**config.mk**
```make
export PLATFORM = sky130hd
export DESIGN_NAME = cache_requester_flat
export DESIGN_NICKNAME = d
export VERILOG_FILES = /design/src/rtl/cache_req_pkg.sv /design/src/rtl/cache_requester_if.sv /design/src/rtl/cache_req_backoff.sv /design/src/rtl/cache_requester.sv /design/src/flat_wrapper.sv
export SDC_FILE = /design/constraint.sdc
export NUM_CORES = 1
export LEC_CHECK = 0
export ABC_CLOCK_PERIOD_IN_PS = 1900
export CAP_MARGIN = 20
export CELL_PAD_IN_SITES_DETAIL_PLACEMENT = 1
export CELL_PAD_IN_SITES_GLOBAL_PLACEMENT = 1
export CORE_ASPECT_RATIO = 1.1
export CORE_MARGIN = 4
export CORE_UTILIZATION = 33
export CTS_BUF_LIST = sky130_fd_sc_hd__clkbuf_2
export CTS_CLUSTER_SIZE = 16
export DETAILED_ROUTE_END_ITERATION = 8
export PLACE_DENSITY = 0.79
export SKIP_CTS_REPAIR_TIMING = 1
export SYNTH_ARGS = -nofsm -noshare
export SYNTH_HDL_FRONTEND = slang
export SYNTH_HIERARCHICAL = 1
export SYNTH_SLANG_ARGS = --single-unit
export TNS_END_PERCENT = 10
```
**constraint.sdc**
```tcl
create_clock -name clk -period 1.9 [get_ports clk]
set_input_delay 0.38 -clock clk [delete_from_list [all_inputs] [get_ports clk]]
set_output_delay 0.38 -clock clk [all_outputs]
set_load 0.005 [all_outputs]
```
**src/rtl/cache_req_pkg.sv**
```systemverilog
// cache_req_pkg: shared definitions for the cache requester.
//   - Default parameter values (address/data width, retry and back-off limits)
//   - Requester FSM state enumeration
//   - Statistics counter width and saturating increment helper
package cache_req_pkg;

  localparam int unsigned DEF_ADDR_W      = 5;
  localparam int unsigned DEF_DATA_W      = 32;
  localparam int unsigned DEF_MAX_RETRY   = 3;
  localparam int unsigned DEF_BACKOFF_CYC = 2;

  localparam int unsigned STAT_W = 16;

  typedef enum logic [2:0] {
    IDLE,
    ISSUE,
    SAMPLE,
    BACKOFF,
    RESP
  } state_e;

  function automatic logic [STAT_W-1:0] sat_inc(input logic [STAT_W-1:0] v);
    return (v == '1) ? v : v + STAT_W'(1);
  endfunction

endpackage

```
**src/rtl/cache_requester_if.sv**
```systemverilog
// cache_requester_if: bundles the core-side request/response handshake and
// the processor-side cache port.
//   master modport : the requester (drives req_ready, rsp_*, cache strobes)
//   slave modport  : the core + cache side (drives requests, rsp_ready,
//                    read_data, match)
interface cache_requester_if
  import cache_req_pkg::*;
#(
  parameter int unsigned ADDR_W = DEF_ADDR_W,
  parameter int unsigned DATA_W = DEF_DATA_W
) ();

  // Core request channel
  logic              req_valid;
  logic              req_ready;
  logic              req_write;
  logic [ADDR_W-1:0] req_addr;
  logic [DATA_W-1:0] req_wdata;

  // Core response channel
  logic              rsp_valid;
  logic              rsp_ready;
  logic [DATA_W-1:0] rsp_data;
  logic              rsp_hit;
  logic              rsp_error;

  // Cache port
  logic [ADDR_W-1:0] fulladdress;
  logic [DATA_W-1:0] write_data;
  logic              write_signal;
  logic              read_signal;
  logic [DATA_W-1:0] read_data;
  logic              match;

  modport master (
    input  req_valid, req_write, req_addr, req_wdata,
    output req_ready,
    output rsp_valid, rsp_data, rsp_hit, rsp_error,
    input  rsp_ready,
    output fulladdress, write_data, write_signal, read_signal,
    input  read_data, match
  );

  modport slave (
    output req_valid, req_write, req_addr, req_wdata,
    input  req_ready,
    input  rsp_valid, rsp_data, rsp_hit, rsp_error,
    output rsp_ready,
    input  fulladdress, write_data, write_signal, read_signal,
    output read_data, match
  );

endinterface

```
**src/rtl/cache_req_backoff.sv**
```systemverilog
// cache_req_backoff: loadable down-counter used to time the idle gap between
// a read miss and its re-issue.
//   clk      : clock, rising edge
//   reset    : asynchronous active-low reset
//   load     : load load_val this cycle (takes priority over counting)
//   load_val : value loaded into the counter
//   done     : counter is at zero
module cache_req_backoff #(
  parameter int unsigned CNT_W = 2
) (
  input  logic             clk,
  input  logic             reset,
  input  logic             load,
  input  logic [CNT_W-1:0] load_val,
  output logic             done
);

  logic [CNT_W-1:0] cnt_q;
  logic [CNT_W-1:0] cnt_d;

  always_comb begin
    cnt_d = cnt_q;
    if (load) begin
      cnt_d = load_val;
    end else if (cnt_q != '0) begin
      cnt_d = cnt_q - CNT_W'(1);
    end
  end

  always_ff @(posedge clk or negedge reset) begin
    if (!reset) begin
      cnt_q <= '0;
    end else begin
      cnt_q <= cnt_d;
    end
  end

  assign done = (cnt_q == '0);

endmodule

```
**src/rtl/cache_requester.sv**
```systemverilog
// cache_requester: initiator for the processor-side cache port.
// Accepts load/store requests from the core, strobes the cache for one cycle,
// samples match/read_data the following cycle, retries read misses after a
// fixed back-off and returns exactly one response per request.
//   clk, reset : clock and asynchronous active-low reset
//   bus        : cache_requester_if.master (core req/rsp + cache port)
//   stat_hits, stat_misses : saturating hit/miss counters, present only when
//                            CACHE_REQ_STATS_EN is defined
module cache_requester
  import cache_req_pkg::*;
#(
  parameter int unsigned ADDR_W      = DEF_ADDR_W,
  parameter int unsigned DATA_W      = DEF_DATA_W,
  parameter int unsigned MAX_RETRY   = DEF_MAX_RETRY,
  parameter int unsigned BACKOFF_CYC = DEF_BACKOFF_CYC
) (
  input  logic              clk,
  input  logic              reset,
  cache_requester_if.master bus
`ifdef CACHE_REQ_STATS_EN
  ,
  output logic [STAT_W-1:0] stat_hits,
  output logic [STAT_W-1:0] stat_misses
`endif
);

  localparam int unsigned RETRY_W = $clog2(MAX_RETRY + 1);
  localparam int unsigned BO_W    = $clog2(BACKOFF_CYC + 1);

  state_e              state_q, state_d;
  logic [ADDR_W-1:0]   addr_q, addr_d;
  logic [DATA_W-1:0]   wdata_q, wdata_d;
  logic                write_q, write_d;
  logic [RETRY_W-1:0]  retry_q, retry_d;
  logic [DATA_W-1:0]   rsp_data_q, rsp_data_d;
  logic                rsp_hit_q, rsp_hit_d;
  logic                rsp_error_q, rsp_error_d;

  logic                bo_load;
  logic                bo_done;

  // Loaded with BACKOFF_CYC-1 so that done rises in the last of the
  // BACKOFF_CYC idle cycles, letting the FSM move to ISSUE on that edge.
  cache_req_backoff #(
    .CNT_W (BO_W)
  ) u_backoff (
    .clk      (clk),
    .reset    (reset),
    .load     (bo_load),
    .load_val (BO_W'(BACKOFF_CYC - 1)),
    .done     (bo_done)
  );

  always_comb begin
    state_d     = state_q;
    addr_d      = addr_q;
    wdata_d     = wdata_q;
    write_d     = write_q;
    retry_d     = retry_q;
    rsp_data_d  = rsp_data_q;
    rsp_hit_d   = rsp_hit_q;
    rsp_error_d = rsp_error_q;
    bo_load     = 1'b0;

    case (state_q)
      IDLE: begin
        if (bus.req_valid) begin
          addr_d  = bus.req_addr;
          wdata_d = bus.req_wdata;
          write_d = bus.req_write;
          retry_d = '0;
          state_d = ISSUE;
        end
      end
      ISSUE: begin
        state_d = SAMPLE;
      end
      SAMPLE: begin
        if (write_q) begin
          rsp_data_d  = '0;
          rsp_hit_d   = bus.match;
          rsp_error_d = 1'b0;
          state_d     = RESP;
        end else if (bus.match) begin
          rsp_data_d  = bus.read_data;
          rsp_hit_d   = 1'b1;
          rsp_error_d = 1'b0;
          state_d     = RESP;
        end else if (retry_q < RETRY_W'(MAX_RETRY)) begin
          retry_d = retry_q + RETRY_W'(1);
          bo_load = 1'b1;
          state_d = BACKOFF;
        end else begin
          rsp_data_d  = '0;
          rsp_hit_d   = 1'b0;
          rsp_error_d = 1'b1;
          state_d     = RESP;
        end
      end
      BACKOFF: begin
        if (bo_done) begin
          state_d = ISSUE;
        end
      end
      RESP: begin
        if (bus.rsp_ready) begin
          state_d = IDLE;
        end
      end
      default: begin
        state_d = IDLE;
      end
    endcase
  end

  always_ff @(posedge clk or negedge reset) begin
    if (!reset) begin
      state_q     <= IDLE;
      addr_q      <= '0;
      wdata_q     <= '0;
      write_q     <= 1'b0;
      retry_q     <= '0;
      rsp_data_q  <= '0;
      rsp_hit_q   <= 1'b0;
      rsp_error_q <= 1'b0;
    end else begin
      state_q     <= state_d;
      addr_q      <= addr_d;
      wdata_q     <= wdata_d;
      write_q     <= write_d;
      retry_q     <= retry_d;
      rsp_data_q  <= rsp_data_d;
      rsp_hit_q   <= rsp_hit_d;
      rsp_error_q <= rsp_error_d;
    end
  end

  // Strobes decode the asynchronously reset state, so they drop the moment
  // reset asserts; req_ready is additionally gated so it is 0 during reset.
  assign bus.req_ready    = (state_q == IDLE) && reset;
  assign bus.write_signal = (state_q == ISSUE) && write_q;
  assign bus.read_signal  = (state_q == ISSUE) && !write_q;
  assign bus.fulladdress  = addr_q;
  assign bus.write_data   = wdata_q;
  assign bus.rsp_valid    = (state_q == RESP);
  assign bus.rsp_data     = rsp_data_q;
  assign bus.rsp_hit      = rsp_hit_q;
  assign bus.rsp_error    = rsp_error_q;

`ifdef CACHE_REQ_STATS_EN
  logic [STAT_W-1:0] hits_q, hits_d;
  logic [STAT_W-1:0] misses_q, misses_d;

  always_comb begin
    hits_d   = hits_q;
    misses_d = misses_q;
    if (state_q == SAMPLE) begin
      if (bus.match) begin
        hits_d = sat_inc(hits_q);
      end else begin
        misses_d = sat_inc(misses_q);
      end
    end
  end

  always_ff @(posedge clk or negedge reset) begin
    if (!reset) begin
      hits_q   <= '0;
      misses_q <= '0;
    end else begin
      hits_q   <= hits_d;
      misses_q <= misses_d;
    end
  end

  assign stat_hits   = hits_q;
  assign stat_misses = misses_q;
`endif

endmodule

```
**src/flat_wrapper.sv**
```systemverilog
// flat-port wrapper written by rule: the top's interface ports become plain ports
module cache_requester_flat import cache_req_pkg::*;
#(
  parameter int unsigned ADDR_W      = DEF_ADDR_W,
  parameter int unsigned DATA_W      = DEF_DATA_W,
  parameter int unsigned MAX_RETRY   = DEF_MAX_RETRY,
  parameter int unsigned BACKOFF_CYC = DEF_BACKOFF_CYC
)
  (clk, reset, bus_req_valid, bus_req_write, bus_req_addr, bus_req_wdata, bus_req_ready, bus_rsp_valid, bus_rsp_data, bus_rsp_hit, bus_rsp_error, bus_rsp_ready, bus_fulladdress, bus_write_data, bus_write_signal, bus_read_signal, bus_read_data, bus_match);
  cache_requester_if #(.ADDR_W(ADDR_W), .DATA_W(DATA_W)) bus_i ();
  input  logic clk;
  input  logic reset;
  input wire logic [$bits(bus_i.req_valid)-1:0] bus_req_valid;
  input wire logic [$bits(bus_i.req_write)-1:0] bus_req_write;
  input wire logic [$bits(bus_i.req_addr)-1:0] bus_req_addr;
  input wire logic [$bits(bus_i.req_wdata)-1:0] bus_req_wdata;
  output wire logic [$bits(bus_i.req_ready)-1:0] bus_req_ready;
  output wire logic [$bits(bus_i.rsp_valid)-1:0] bus_rsp_valid;
  output wire logic [$bits(bus_i.rsp_data)-1:0] bus_rsp_data;
  output wire logic [$bits(bus_i.rsp_hit)-1:0] bus_rsp_hit;
  output wire logic [$bits(bus_i.rsp_error)-1:0] bus_rsp_error;
  input wire logic [$bits(bus_i.rsp_ready)-1:0] bus_rsp_ready;
  output wire logic [$bits(bus_i.fulladdress)-1:0] bus_fulladdress;
  output wire logic [$bits(bus_i.write_data)-1:0] bus_write_data;
  output wire logic [$bits(bus_i.write_signal)-1:0] bus_write_signal;
  output wire logic [$bits(bus_i.read_signal)-1:0] bus_read_signal;
  input wire logic [$bits(bus_i.read_data)-1:0] bus_read_data;
  input wire logic [$bits(bus_i.match)-1:0] bus_match;
  assign bus_i.req_valid = bus_req_valid;
  assign bus_i.req_write = bus_req_write;
  assign bus_i.req_addr = bus_req_addr;
  assign bus_i.req_wdata = bus_req_wdata;
  assign bus_req_ready = bus_i.req_ready;
  assign bus_rsp_valid = bus_i.rsp_valid;
  assign bus_rsp_data = bus_i.rsp_data;
  assign bus_rsp_hit = bus_i.rsp_hit;
  assign bus_rsp_error = bus_i.rsp_error;
  assign bus_i.rsp_ready = bus_rsp_ready;
  assign bus_fulladdress = bus_i.fulladdress;
  assign bus_write_data = bus_i.write_data;
  assign bus_write_signal = bus_i.write_signal;
  assign bus_read_signal = bus_i.read_signal;
  assign bus_i.read_data = bus_read_data;
  assign bus_i.match = bus_match;
  cache_requester #(.ADDR_W(ADDR_W), .DATA_W(DATA_W), .MAX_RETRY(MAX_RETRY), .BACKOFF_CYC(BACKOFF_CYC)) u_core (.clk(clk), .reset(reset), .bus(bus_i));
endmodule
```
==> results of run 1 <==
-- worst max-delay path, cell delays in order (launching register included) --
cell and delay (ps):
sky130_fd_sc_hd__dfrtp_2 490, sky130_fd_sc_hd__buf_4 170, sky130_fd_sc_hd__nor4b_2 240, sky130_fd_sc_hd__buf_2 160
-- metrics by stage --
| stage | util, % | worst slack (ps) | hold WS, ps | TNS, ps |
|---|---|---|---|---|
| finish | 55.74 | -34.15 | 383.2 | -85.20 |
| global route | 55.74 | -169.7 | 326.6 | -617.5 |
| CTS | 52.45 | -532.8 | 36.08 | -2472 |
| detailed placement | 51.15 | 41.16 | 490.7 | 0 |
| global placement | 51.15 | 64.46 | 487.9 | 0 |
| floorplan | - | 297.8 | 84.41 | 0 |
-- sequential cells by signal, indices dropped and copies added (netlist names) --
| register | cells |
|---|---|
| u_core/bus.fulladdress | 5 |
| u_core/write_q | 1 |
| u_core/bus.rsp_data | 32 |
| u_core/state_q | 3 |
| u_core/u_backoff/cnt_q | 2 |
| u_core/retry_q | 2 |
| u_core/bus.write_data | 32 |
| u_core/bus.rsp_hit | 1 |
| u_core/bus.rsp_error | 1 |
-- final cells by class --
type,instances,area (um^2),area share [%]
Clock inverter,7,77.57,1.474
Tap cell,117,146.4,2.781
Timing Repair Buffer,169,1883,35.77
Inverter,3,11.26,0.2139
Clock buffer,9,45.04,0.8557
Sequential cell,79,1982,37.65
Multi-Input combinational cell,113,1119,21.25
-- logic make-up (layout without fill, tap and decap cells) --
logic type | after synthesis | in the layout | synth area share [%]
xor gates and xnor gates | 1 | 1 | 0.2722
buffers and inverters | 18 | 188 | 4.937
other | 2 | 2 | 0.2334
AOI/OAI and AO/OA | 43 | 43 | 10.89
and+or+nand+nor | 26 | 26 | 5.483
muxes | 39 | 39 | 15.98
adders and majority gates | 2 | 2 | 0.7775
DFF | 79 | 79 | 61.43
-- path summary, 6_finish.rpt --
kind	startpoint	to	slack [ps]	cells past startpoint
max in group asynchronous	reset	u_core/state_q[1]	870	4
setup reg to reg	u_core/retry_q[0]	u_core/bus.rsp_data[0]	210	5
setup / recovery	u_core/state_q[1]	bus_read_signal	-30	3
min in group clk	bus_read_data[26]	u_core/bus.rsp_data[26]	400	2
hold reg to reg	u_core/bus.fulladdress[4]	u_core/bus.fulladdress[4]	530	1
hold / removal	reset	u_core/bus.rsp_data[19]	380	3
-- per-layer routing --
metal / wire length (um) / vias to the layer above
met3: 590 / 13
met2: 5131 / 85
met5: 0 / -
li1: - / 1095
met1: 3868 / 1219
met4: 195 / 0
-- placed cells by master (no fill, tap or decap), types with 2 or more instances in the layout --
master and count:
sky130_fd_sc_hd__o31ai_1 2, sky130_fd_sc_hd__inv_6 4, sky130_fd_sc_hd__a31oi_1 2, sky130_fd_sc_hd__buf_4 12, sky130_fd_sc_hd__clkdlybuf4s50_1 75, sky130_fd_sc_hd__buf_2 3
sky130_fd_sc_hd__mux2_2 19, sky130_fd_sc_hd__dfrtp_2 4, sky130_fd_sc_hd__a22o_1 32, sky130_fd_sc_hd__mux2_4 20, sky130_fd_sc_hd__and2_1 2, sky130_fd_sc_hd__dlymetal6s2s_1 70
sky130_fd_sc_hd__inv_1 3, sky130_fd_sc_hd__buf_6 3, sky130_fd_sc_hd__ha_1 2, sky130_fd_sc_hd__nand3_1 4, sky130_fd_sc_hd__buf_12 4, sky130_fd_sc_hd__o21ai_0 3
sky130_fd_sc_hd__conb_1 2, sky130_fd_sc_hd__nor2_4 2, sky130_fd_sc_hd__dfrtp_1 75, sky130_fd_sc_hd__a21oi_1 2, sky130_fd_sc_hd__nand2_1 2, sky130_fd_sc_hd__nor2_1 2
sky130_fd_sc_hd__clkbuf_2 9
-- power by group --
group	switching [mW]	leakage, nW	internal [mW]
combinational	1.33	2.06	2.33
clock	0.655	0.0737	0.321
sequential	0.444	0.983	2.43
total	2.43	3.12	5.08
==> metrics.txt, run 1 <==
# TYPE chip_impl_metric gauge
chip_impl_metric{name="drt_first_iter_violations",unit=""} 83
chip_impl_metric{name="area_growth_syn_to_layout",unit="%"} 63.57
chip_impl_metric{name="core_area",unit="um^2"} 9444
chip_impl_metric{name="h-tree-depth",unit=""} 3
chip_impl_info{name="tritoncts",value="done"} 1
chip_impl_metric{name="sequential_to_total_area_share_from_yosys_stat",unit="%"} 61.43
chip_impl_metric{name="wire_per_inst",unit="um"} 19.69
chip_impl_metric{name="finalNonFillerCells",unit=""} 497
chip_impl_metric{name="min_period_over_period",unit="%"} 101.8
chip_impl_metric{name="die_area",unit="um^2"} 11400
chip_impl_metric{name="worst_ep_arrival_time",unit="ps"} 1550
chip_impl_metric{name="power.density_cell_area",unit="nW/um^2"} 1428
chip_impl_metric{name="ir_drop",unit="uV"} 667.1
chip_impl_info{name="netlist_top_cells_area",value="sky130_fd_sc_hd__dfrtp_1 (61%), sky130_fd_sc_hd__mux2_4 (9.3%), sky130_fd_sc_hd__a22o_1 (8.7%), sky130_fd_sc_hd__mux2_2 (6.6%), sky130_fd_sc_hd__buf_4 (2.1%)"} 1
chip_impl_metric{name="grtUsageTotal",unit="%"} 16.68
chip_impl_info{name="synth_top_cells_by_count",value="sky130_fd_sc_hd__dfrtp_1 (79), sky130_fd_sc_hd__a22o_1 (32), sky130_fd_sc_hd__mux2_4 (20)"} 1
chip_impl_metric{name="fp-row-count",unit=""} 37
chip_impl_metric{name="cp_max_fo",unit=""} 3
chip_impl_metric{name="worstSkewPairLatency",unit="ps"} 550
chip_impl_metric{name="gp_congestion",unit=""} 0.7433
chip_impl_metric{name="gr-usage-met3",unit="%"} 4.073
chip_impl_metric{name="report.power.total",unit="mW"} 7.514
chip_impl_metric{name="layout.nets",unit=""} 452
chip_impl_metric{name="max_cap_violations",unit=""} 0
chip_impl_metric{name="synthDominantCellAreaShare",unit="%"} 61.43
chip_impl_metric{name="critical_path_required",unit="ps"} 1520
chip_impl_metric{name="async_flop_share",unit="%"} 100.0
chip_impl_metric{name="floorplan.io_pins",unit=""} 150
chip_impl_metric{name="chipWidth",unit="um"} 102.2
chip_impl_metric{name="num_antenna_cells",unit=""} 0
chip_impl_metric{name="final_cell_area",unit="um^2"} 5264
chip_impl_info{name="yosysTopAreaCell",value="sky130_fd_sc_hd__dfrtp_1"} 1
chip_impl_metric{name="final.setup_skew",unit="ps"} 48.99
chip_impl_metric{name="power_leakage",unit="nW"} 3.119
chip_impl_metric{name="dp.final_hpwl",unit="mm"} 6.882
chip_impl_info{name="failing_checks",value="negative setup slack"} 1
chip_impl_metric{name="ant_nets",unit=""} 0
chip_impl_metric{name="wire_length_of_the_first_global_routing_pass",unit="mm"} 14.68
chip_impl_metric{name="drive_above_1_share",unit="%"} 23.95
chip_impl_metric{name="groute.layer.met2.usage",unit="%"} 28.00
chip_impl_metric{name="clock_tree.buffer_depth",unit=""} 2
chip_impl_metric{name="vias_per_cell",unit=""} 4.853
chip_impl_metric{name="postPlaceCellArea",unit="um^2"} 4831
chip_impl_metric{name="worst_slack",unit="ps"} -34.15
chip_impl_metric{name="postSynthCellCount",unit=""} 210
chip_impl_metric{name="drt_pre_antenna_iters",unit=""} 5
chip_impl_metric{name="syn_area_per_cell",unit="um^2"} 15.32
chip_impl_metric{name="global_route.usage.met1",unit="%"} 20.54
chip_impl_metric{name="antenna_violations_before_repair",unit=""} 0
chip_impl_metric{name="final_max_slew_viol_count",unit=""} 0
chip_impl_metric{name="detail_route.wirelength",unit="mm"} 9.785
chip_impl_info{name="unrepaired_setup_endpoints_after_global_routing",value="true"} 1
chip_impl_metric{name="place.detailed.instances",unit=""} 471
chip_impl_metric{name="die_h",unit="um"} 111.6
chip_impl_metric{name="clk_transition_reported_paths",unit="ps"} 280
chip_impl_metric{name="dr_total_vias",unit=""} 2412
chip_impl_metric{name="final_critical_path_time_including_i_o_delays_and_setup",unit="ps"} 1934
chip_impl_metric{name="max_freq",unit="GHz"} 0.5170
chip_impl_metric{name="syn_nets",unit=""} 287
chip_impl_metric{name="grt_pass1_vias",unit=""} 2634
chip_impl_metric{name="nFillCells",unit=""} 951
chip_impl_metric{name="finalSetupViolCount",unit=""} 3
chip_impl_metric{name="drc",unit=""} 0
chip_impl_info{name="dominantRegCellSynth",value="sky130_fd_sc_hd__dfrtp_1"} 1
chip_impl_metric{name="synth_enable_flop_cells",unit=""} 0
chip_impl_info{name="end_kind",value="output pin"} 1
chip_impl_info{name="gr-max-usage-layer",value="met2"} 1
chip_impl_metric{name="synthDistinctLibCells",unit=""} 37
chip_impl_metric{name="final_hold_viol_count",unit=""} 0
chip_impl_info{name="worst_hold_path_type",value="input port to asynchronous set/reset pin"} 1
chip_impl_metric{name="floorplan.initialDensity",unit="%"} 34.08
chip_impl_info{name="timing.critical_path.from_type",value="flip-flop"} 1
chip_impl_info{name="critPathKind",value="flip-flop to output pin"} 1
chip_impl_metric{name="buffer_ports.inserted",unit=""} 149
chip_impl_metric{name="grt_max_degree",unit=""} 80
chip_impl_metric{name="global_route.overflow_total",unit=""} 0
chip_impl_metric{name="numCtsBuffers",unit=""} 9
chip_impl_metric{name="clock_sinks",unit=""} 79
chip_impl_metric{name="synth_area",unit="um^2"} 3218
chip_impl_info{name="clock-root-buffer",value="sky130_fd_sc_hd__clkbuf_2"} 1
chip_impl_metric{name="synth_seq_cells",unit=""} 79
chip_impl_info{name="synthMostInstantiatedCell",value="sky130_fd_sc_hd__dfrtp_1"} 1
chip_impl_info{name="run_status",value="finished with violations"} 1
chip_impl_metric{name="number_of_warning_messages_in_the_yosys_log",unit=""} 6
No activity file was read; power rests on OpenSTA's default activity.
==> run 2: changes to the inputs <==
Settings changed: PLACE_DENSITY 0.79 to 0.91, SETUP_SLACK_MARGIN set to 0.05.
==> run 2 against run 1 <==
- the flow still finishes with violations (negative setup slack)
- combinational power up 2%
- critical path type unchanged
- cell count grew 0.40%
- routed wire length decreased by 1.4%
- sequential share of layout area fell by 0.42 points
- cell area is 1.1% higher
- critical endpoint is now bus_write_signal
- sequential power about the same
- die area stayed put
==> metrics.txt, run 2 (synthesized netlist as in run 1, its figures left out) <==
# TYPE chip_impl_metric gauge
chip_impl_info{name="run_status",value="finished with violations"} 1
chip_impl_info{name="failing_checks",value="negative setup slack"} 1
chip_impl_metric{name="grtUsageTotal",unit="%"} 16.19
chip_impl_metric{name="max_freq",unit="GHz"} 0.5185
chip_impl_metric{name="place.detailed.instances",unit=""} 471
chip_impl_info{name="tritoncts",value="done"} 1
chip_impl_metric{name="worst_ep_arrival_time",unit="ps"} 1550
chip_impl_metric{name="detail_route.wirelength",unit="mm"} 9.645
chip_impl_metric{name="drt_first_iter_violations",unit=""} 49
chip_impl_metric{name="num_antenna_cells",unit=""} 0
chip_impl_metric{name="buffer_ports.inserted",unit=""} 149
chip_impl_metric{name="die_h",unit="um"} 111.6
chip_impl_metric{name="drive_above_1_share",unit="%"} 24.87
chip_impl_metric{name="chipWidth",unit="um"} 102.2
chip_impl_metric{name="postPlaceCellArea",unit="um^2"} 4843
chip_impl_metric{name="drt_pre_antenna_iters",unit=""} 4
chip_impl_metric{name="wire_length_of_the_first_global_routing_pass",unit="mm"} 14.29
chip_impl_metric{name="grt_pass1_vias",unit=""} 2637
chip_impl_metric{name="final_cell_area",unit="um^2"} 5324
chip_impl_info{name="clock-root-buffer",value="sky130_fd_sc_hd__clkbuf_2"} 1
chip_impl_metric{name="final_max_slew_viol_count",unit=""} 0
chip_impl_info{name="leading_cell_types_in_the_layout_fill_and_taps_excluded",value="sky130_fd_sc_hd__dfrtp_1 (75), sky130_fd_sc_hd__clkdlybuf4s50_1 (73), sky130_fd_sc_hd__dlymetal6s2s_1 (71)"} 1
chip_impl_metric{name="area_growth_syn_to_layout",unit="%"} 65.44
chip_impl_metric{name="floorplan.io_pins",unit=""} 150
chip_impl_metric{name="wire_per_inst",unit="um"} 19.33
chip_impl_metric{name="h-tree-depth",unit=""} 3
chip_impl_info{name="cp_cell_sequence",value="buf_6, nor4bb_4, buf_2"} 1
chip_impl_metric{name="clk_transition_reported_paths",unit="ps"} 240
chip_impl_info{name="crit_path_top_delay_cell",value="sky130_fd_sc_hd__dfrtp_2"} 1
chip_impl_metric{name="floorplan.initialDensity",unit="%"} 34.08
chip_impl_metric{name="vias_per_cell",unit=""} 4.808
chip_impl_metric{name="final_hold_viol_count",unit=""} 0
chip_impl_info{name="largest_delay_contributor_family_on_the_critical_path",value="flip-flops"} 1
chip_impl_metric{name="core_area",unit="um^2"} 9444
chip_impl_metric{name="report.power.total",unit="mW"} 7.636
chip_impl_metric{name="min_period_over_period",unit="%"} 101.5
chip_impl_metric{name="final_critical_path_time_including_i_o_delays_and_setup",unit="ps"} 1929
chip_impl_info{name="critPathKind",value="flip-flop to output pin"} 1
chip_impl_metric{name="antenna_violations_before_repair",unit=""} 0
chip_impl_metric{name="global_route.overflow_total",unit=""} 0
chip_impl_metric{name="finalSetupViolCount",unit=""} 2
chip_impl_metric{name="numCtsBuffers",unit=""} 9
chip_impl_info{name="unrepaired_setup_endpoints_after_global_routing",value="true"} 1
chip_impl_metric{name="gp_congestion",unit=""} 0.7394
chip_impl_metric{name="final.setup_skew",unit="ps"} 27.90
chip_impl_info{name="end_kind",value="output pin"} 1
chip_impl_metric{name="ant_nets",unit=""} 0
chip_impl_metric{name="power_leakage",unit="nW"} 3.141
chip_impl_metric{name="grt_max_degree",unit=""} 80
chip_impl_info{name="timing.critical_path.from",value="u_core/state_q[2]"} 1
chip_impl_metric{name="finalNonFillerCells",unit=""} 499
chip_impl_metric{name="layout.nets",unit=""} 454
chip_impl_info{name="hold_path.startpoint",value="bus_read_data[2]"} 1
chip_impl_metric{name="dp.final_hpwl",unit="mm"} 6.956
chip_impl_metric{name="power.density_cell_area",unit="nW/um^2"} 1434
chip_impl_metric{name="drc",unit=""} 0
chip_impl_metric{name="cp_num_buf_inv",unit=""} 2
chip_impl_metric{name="slowest_delay",unit="ps"} 490
chip_impl_metric{name="worstSkewPairLatency",unit="ps"} 510
chip_impl_metric{name="dr_total_vias",unit=""} 2399
chip_impl_metric{name="die_area",unit="um^2"} 11400
chip_impl_metric{name="final_core_util",unit="%"} 56.37
chip_impl_info{name="timing.critical_path.from_type",value="flip-flop"} 1
chip_impl_info{name="ff_to_ff_start",value="u_core/retry_q[0]"} 1
chip_impl_metric{name="clock_tree.buffer_depth",unit=""} 2
chip_impl_metric{name="fp-row-count",unit=""} 37
chip_impl_metric{name="cp_max_fo",unit=""} 4
chip_impl_metric{name="critical_path_required",unit="ps"} 1520
chip_impl_info{name="worst_hold_path_type",value="input port to flip-flop"} 1
chip_impl_info{name="most_common_cell_after_layout_fill_and_taps_aside",value="sky130_fd_sc_hd__dfrtp_1"} 1
chip_impl_metric{name="clock_sinks",unit=""} 79
chip_impl_metric{name="ir_drop",unit="uV"} 602.6
chip_impl_metric{name="max_cap_violations",unit=""} 0
chip_impl_metric{name="worst_slack",unit="ps"} -28.61
[run 2: cell count changes in the layout (fill, tap and decap cells not counted), sizes merged]
cell,before,now
buf,23,26
bufinv,1,2
clkdlybuf4s50,75,73
clkinv,1,3
dlymetal6s2s,70,71
inv,7,4
[run 2: area by class of cell]
type	instances	area [um^2]
clock buffer	9	45.04
sequential	79	1982
fill	932	4120
timing repair buffer	171	1922
tap	117	146.4
multi-input combinational	113	1122
inverter	3	11.26
clock inverter	7	95.09
[run 2: metal layers]
metal | GRT usage, % | up-vias | wire [um]
li1 | - | 1097 | -
met3 | 3.571 | 10 | 598
met1 | 18.94 | 1205 | 3854
met5 | 0 | - | 0
met4 | 5.687 | 0 | 100
met2 | 28.70 | 87 | 5091
[run 2: worst paths after layout]
check	end	slack (ps)	depth (start not counted)
worst max-delay path	bus_write_signal	-30	3
worst min-delay path	u_core/bus.rsp_data[2]	440	2
worst max register to register	u_core/bus.rsp_hit	210	4
worst min register to register	u_core/state_q[0]	510	1
max in group asynchronous	u_core/bus.write_data[6]	810	4
min in group asynchronous	u_core/bus.rsp_data[10]	500	3
[run 2: power breakdown]
group	switching [mW]	internal, mW	total (mW)
logic	1.34	2.39	3.73
registers	0.442	2.43	2.87
clock network	0.595	0.438	1.03
[run 2: through the flow]
stage / setup TNS (ps) / hold WS [ps] / setup slack [ps]
after floorplan: 0 / 84.41 / 297.8
after global placement: 0 / 487.8 / 51.69
after detailed placement: -198.3 / 489.7 / -50.25
after CTS: -1801 / 89.80 / -519.9
after global routing: -597.9 / 360.1 / -175.2
final: -35.28 / 440.5 / -28.61
[run 2: worst register-to-register path: stages (launching register included)]
cell and delay [ps]:
sky130_fd_sc_hd__dfrtp_1 460, sky130_fd_sc_hd__ha_1 250, sky130_fd_sc_hd__or3_1 410, sky130_fd_sc_hd__nand3_2 140, sky130_fd_sc_hd__mux2_2 350
==> run 3: changes to the inputs <==
Settings changed: ABC_CLOCK_PERIOD_IN_PS 1900 to unset, SKIP_LAST_GASP set to 1.
==> run 3 against run 2 <==
- the flow still finishes with violations (negative setup slack)
- non-clock buffer count unchanged
- worst setup slack better by 6.7 ps
- total power rose by 2.2%
- fmax is 0.35% higher
- sequential share of layout area is 1.3 points higher
- critical endpoint unchanged
- largest power group unchanged
- highest routed layer unchanged
==> metrics.txt, run 3 (synthesized netlist as in run 1, its figures left out) <==
# TYPE chip_impl_metric gauge
chip_impl_info{name="timing.critical_path.from",value="u_core/state_q[2]"} 1
chip_impl_metric{name="wire_per_inst",unit="um"} 18.67
chip_impl_metric{name="antenna_violations_before_repair",unit=""} 0
chip_impl_metric{name="wire_length_of_the_first_global_routing_pass",unit="mm"} 14.29
chip_impl_info{name="critPathKind",value="flip-flop to output pin"} 1
chip_impl_metric{name="power_leakage",unit="nW"} 2.292
chip_impl_metric{name="worstSkewPairLatency",unit="ps"} 500
chip_impl_metric{name="gp_congestion",unit=""} 0.7394
chip_impl_metric{name="worst_ep_arrival_time",unit="ps"} 1540
chip_impl_metric{name="min_period_over_period",unit="%"} 101.2
chip_impl_info{name="failing_checks",value="negative setup slack"} 1
chip_impl_metric{name="clock_sinks",unit=""} 79
chip_impl_info{name="clock-root-buffer",value="sky130_fd_sc_hd__clkbuf_2"} 1
chip_impl_metric{name="finalSetupViolCount",unit=""} 2
chip_impl_metric{name="grt_pass1_vias",unit=""} 2637
chip_impl_metric{name="drt_pre_antenna_iters",unit=""} 4
chip_impl_metric{name="h-tree-depth",unit=""} 3
chip_impl_metric{name="floorplan.io_pins",unit=""} 150
chip_impl_metric{name="die_h",unit="um"} 111.6
chip_impl_info{name="worst_hold_path_type",value="input port to flip-flop"} 1
chip_impl_metric{name="vias_per_cell",unit=""} 4.778
chip_impl_metric{name="grtUsageTotal",unit="%"} 16.19
chip_impl_info{name="end_kind",value="output pin"} 1
chip_impl_info{name="worstSetupEndpoint",value="bus_write_signal"} 1
chip_impl_info{name="worstReg2RegEnd",value="u_core/bus.rsp_hit"} 1
chip_impl_info{name="most_common_cell_after_layout_fill_and_taps_aside",value="sky130_fd_sc_hd__clkdlybuf4s50_1"} 1
chip_impl_metric{name="drt_first_iter_violations",unit=""} 65
chip_impl_metric{name="grt_max_degree",unit=""} 80
chip_impl_info{name="ff_to_ff_start",value="u_core/retry_q[0]"} 1
chip_impl_metric{name="final.setup_skew",unit="ps"} 23.84
chip_impl_metric{name="whs",unit="ps"} 454.5
chip_impl_metric{name="dr_total_vias",unit=""} 2384
chip_impl_metric{name="floorplan.initialDensity",unit="%"} 34.08
chip_impl_metric{name="register_to_register_path_setup_slack",unit="ps"} 210
chip_impl_metric{name="final_hold_viol_count",unit=""} 0
chip_impl_metric{name="numCtsBuffers",unit=""} 9
chip_impl_metric{name="num_antenna_cells",unit=""} 0
chip_impl_metric{name="dp_slack",unit="ps"} -50.25
chip_impl_info{name="tritoncts",value="done"} 1
chip_impl_info{name="leading_cell_types_in_the_layout_fill_and_taps_excluded",value="sky130_fd_sc_hd__clkdlybuf4s50_1 (141), sky130_fd_sc_hd__dfrtp_1 (75), sky130_fd_sc_hd__a22o_1 (32)"} 1
chip_impl_info{name="run_status",value="finished with violations"} 1
chip_impl_metric{name="postPlaceCellArea",unit="um^2"} 4843
chip_impl_metric{name="final_critical_path_time_including_i_o_delays_and_setup",unit="ps"} 1922
chip_impl_metric{name="max_cap_violations",unit=""} 0
chip_impl_metric{name="fp-row-count",unit=""} 37
chip_impl_metric{name="detail_route.wirelength",unit="mm"} 9.317
chip_impl_metric{name="final_max_slew_viol_count",unit=""} 0
chip_impl_metric{name="final_cell_area",unit="um^2"} 5146
chip_impl_metric{name="layout.nets",unit=""} 454
chip_impl_metric{name="clk_transition_reported_paths",unit="ps"} 230
chip_impl_metric{name="area_growth_syn_to_layout",unit="%"} 59.91
chip_impl_metric{name="die_area",unit="um^2"} 11400
chip_impl_metric{name="core_area",unit="um^2"} 9444
chip_impl_metric{name="ir_drop",unit="uV"} 617.6
chip_impl_metric{name="clock_tree.buffer_depth",unit=""} 2
chip_impl_info{name="unrepaired_setup_endpoints_after_global_routing",value="true"} 1
chip_impl_metric{name="report.power.total",unit="mW"} 7.803
chip_impl_metric{name="chipWidth",unit="um"} 102.2
chip_impl_metric{name="max_freq",unit="GHz"} 0.5203
chip_impl_metric{name="worst_slack",unit="ps"} -21.90
chip_impl_metric{name="dp.final_hpwl",unit="mm"} 6.956
chip_impl_metric{name="buffer_ports.inserted",unit=""} 149
chip_impl_metric{name="power.density_cell_area",unit="nW/um^2"} 1516
chip_impl_metric{name="cp_max_fo",unit=""} 4
chip_impl_metric{name="ant_nets",unit=""} 0
chip_impl_info{name="timing.critical_path.from_type",value="flip-flop"} 1
chip_impl_metric{name="critical_path_required",unit="ps"} 1520
chip_impl_metric{name="global_route.overflow_total",unit=""} 0
chip_impl_metric{name="drc",unit=""} 0
chip_impl_metric{name="drive_above_1_share",unit="%"} 24.87
chip_impl_metric{name="worst-r2r-cell-count",unit=""} 4
[run 3: critical path: stages (launching register included)]
cell and delay (ps):
sky130_fd_sc_hd__dfrtp_2 490, sky130_fd_sc_hd__buf_6 140, sky130_fd_sc_hd__nor4bb_4 270, sky130_fd_sc_hd__buf_2 160
[run 3: worst min path at each step]
stage                                       start                        end  cells past startpoint
final                            bus_read_data[2]     u_core/bus.rsp_data[2]                      2
after global placement     u_core/bus.rsp_data[2]     u_core/bus.rsp_data[2]                      1
after global routing            bus_read_data[19]    u_core/bus.rsp_data[19]                      2
after floorplan                             reset  u_core/bus.fulladdress[0]                      0
after CTS                                   reset    u_core/bus.rsp_data[30]                      2
after detailed placement  u_core/bus.rsp_data[14]    u_core/bus.rsp_data[14]                      1
[run 3: cell type report]
class	instances	area [um^2]
Multi-Input combinational cell	113	1122
Clock buffer	9	45.04
Timing Repair Buffer	171	1744
Clock inverter	7	95.09
Sequential cell	79	1982
Tap cell	117	146.4
Inverter	3	11.26
Fill cell	957	4298
[run 3: power by group]
group / internal, mW / total [mW] / switching [mW]
Sequential: 2.43 / 2.89 / 0.460
Combinational: 2.57 / 3.89 / 1.32
Clock: 0.438 / 1.03 / 0.591
[run 3: through the flow]
step	setup TNS (ps)	cells	util, %
floorplan	0	210	-
global placement	0	471	51.29
detailed placement	-198.3	471	51.29
CTS	-1801	487	52.77
global route	-1987	499	54.49
finish	-29.60	499	54.49
[run 3: layer usage]
metal  up-vias  global-route usage [%]  part of all wire, %
li1       1094                       -                    -
met1      1195                   18.94                   39
met2        88                   28.70                   53
met3         7                   3.571                  6.8
met4         0                   5.687                 0.78
met5         -                       0                    0
==> variant, RTL diff (settings of run 3) <==
Change the package constant `DEF_MAX_RETRY` from 3 to 5.
--- a/src/rtl/cache_req_pkg.sv
+++ b/src/rtl/cache_req_pkg.sv
@@ -8,3 +8,3 @@
   localparam int unsigned DEF_DATA_W      = 32;
-  localparam int unsigned DEF_MAX_RETRY   = 3;
+  localparam int unsigned DEF_MAX_RETRY   = 5;
   localparam int unsigned DEF_BACKOFF_CYC = 2;
Check against the original RTL: no difference found for any inputs over 10 cycles, from zero or initial values and one cycle with reset low; that may be too few to reach the edited logic, so the function may still have changed.
==> variant against run 3 <==
The flow still finishes with violations (negative setup slack). Wire length rose by 6.1%. Synthesized area increased by 7.3%. Final area is 6.6% higher. Clock power fell by 29%. Sequential cell count up 1. Setup slack got worse by 67 ps. Total power rose by 4.2%. Fmax decreased by 3.4%.
==> variant: results (changes against run 3) <==
{| class="wikitable"
! Metric !! Value
|-
| Share of the yosys chip area belonging to registers || 58.0% (was 61.4%)
|-
| Via count of the first global-routing pass || 2,969 (was 2,637)
|-
| Final number of setup-violating endpoints || 22 (was 2)
|-
| Post-synthesis instance total || 273 (was 210)
|-
| List of most frequent post-synthesis cells || 80 x dfrtp_1, 37 x mux2_2, 36 x inv_1, 34 x mux2i_1, 34 x nand2_1 (was 79 x dfrtp_1, 32 x a22o_1, 20 x mux2_4, 19 x mux2_2, 9 x buf_4)
|-
| Via-to-Cell Ratio || 4.46 (was 4.78)
|-
| Setup slack after layout || -88.6 ps (was -21.9 ps)
|-
| Global-route wire length before repair || 15,100 um (was 14,300 um)
|-
| Cell types occupying the most area after synthesis || dfrtp_1 58%, mux2_2 12%, mux2i_1 9.9%, inv_1 3.9%, nand2_1 3.7% (was dfrtp_1 61%, mux2_4 9.3%, a22o_1 8.7%, mux2_2 6.6%, buf_4 2.1%)
|-
| Routed WL per cell || 16.6 um (was 18.7 um)
|-
| Largest net degree at the start of global routing || 81 (was 80)
|-
| Outcome || finished with violations (unchanged)
|-
| Violated checks || negative setup slack (unchanged)
|-
| Combined global-route utilization of all metal layers || 15.7% (was 16.2%)
|-
| Leakage || 2.35 nW (was 2.29 nW)
|-
| Detailed placer's ending HPWL || 6990 um (was 6960 um)
|-
| Sum of met2 wire segment lengths after detailed routing || 5240 um (was 4940 um)
|-
| First-iteration detailed-routing DRC count || 50 (was 65)
|-
| Family of cells with the greatest summed delay on the critical path || buffers and inverters (was flip-flops)
|-
| Share of post-route cells with drive strength above 1 || 22.0% (was 24.9%)
|-
| Placed cells || 561 (was 471)
|-
| Total nets after synthesis || 350 (was 287)
|-
| Max incr delay on CP || 510 ps (was 490 ps)
|-
| Cell variety after synth || 34 (was 37)
|-
| Met3 layer wire length in the routed design || 632 um (was 637 um)
|-
| Nets@finish || 527 (was 454)
|-
| Worst clock skew || 21.9 ps (was 23.8 ps)
|}
## variant: cell count changes after synthesis, moves of 8 or more
cell,delta
nand2_1,+31
mux2_4,-20
inv_1,+33
mux2_2,+18
mux2i_1,+34
a22o_1,-32
buf_4,-8
## variant: power by group through the flow
| stage | sequential [mW] | clock (mW) | combinational (mW) |
|---|---|---|---|
| 2_1_floorplan | 3.04 | 0 | 1.71 |
| 3_5_place_dp | 3.10 | 0 | 3.93 |
| 4_1_cts | 3.06 | 0.785 | 3.95 |
| 3_3_place_gp | 3.04 | 0 | 3.77 |
| 5_1_grt | 3.19 | 0.867 | 4.72 |
| 6_report | 3.05 | 0.727 | 4.35 |
## variant: area by class of cell
class / count / area, um2
Inverter: 36 / 135
Timing Repair Buffer: 181 / 1850
Fill cell: 1074 / 4550
Clock buffer: 11 / 55.1
Tap cell: 140 / 175
Sequential cell: 80 / 2010
Multi-Input combinational cell: 142 / 1240
Clock inverter: 5 / 23.8
## variant: logic make-up after synthesis
logic type,Yosys count,share of synthesized area [%]
other cells,2,0.217
flops,80,58.0
mux,74,22.9
fa+ha+maj,2,0.725
buf+inv,51,7.86
simple gates,54,8.19
compound gates,9,1.88
xor+xnor,1,0.254
## variant: worst register-to-register path: cells and delay by family (launching register included)
family / cells / cell delay [ps]
flip-flops: 1 / 510
AND/OR/NAND/NOR: 1 / 410
AO/OA/AOI/OAI: 1 / 220
multiplexers: 1 / 250
buffers and inverters: 3 / 530
## variant: per-stage QoR
step / setup TNS (ps) / hold slack [ps] / setup WS (ps) / area, um2 / util [%]
detailed placement: -536 / 466 / -40.5 / 5130 / 51.2
global placement: -24.6 / 458 / -24.6 / 5130 / 51.2
CTS: -2230 / 93.0 / -685 / 5210 / 52.0
floorplan: 0 / 84.4 / 291 / 3450 / -
finish: -604 / 377 / -88.6 / 5490 / 54.7
global route: -3660 / 334 / -153 / 5490 / 54.7
## variant: final timing paths
kind,depth (start not counted),slack (ps),endpoint
setup / recovery,6,-90,u_core/bus.rsp_data[21]
hold reg to reg,1,490,u_core/retry_q[2]
max in group asynchronous,4,790,u_core/bus.write_data[3]
min in group asynchronous,3,520,u_core/state_q[0]
setup reg to reg,6,-90,u_core/bus.rsp_data[21]
hold / removal,3,380,u_core/bus.rsp_data[30]
## variant: metal layers
| metal | track usage, % | vias up |
|---|---|---|
| li1 | - | 1234 |
| met1 | 17.8 | 1305 |
| met2 | 28.5 | 98 |
| met3 | 4.44 | 15 |
| met4 | 5.18 | 0 |
| met5 | 0 | - |
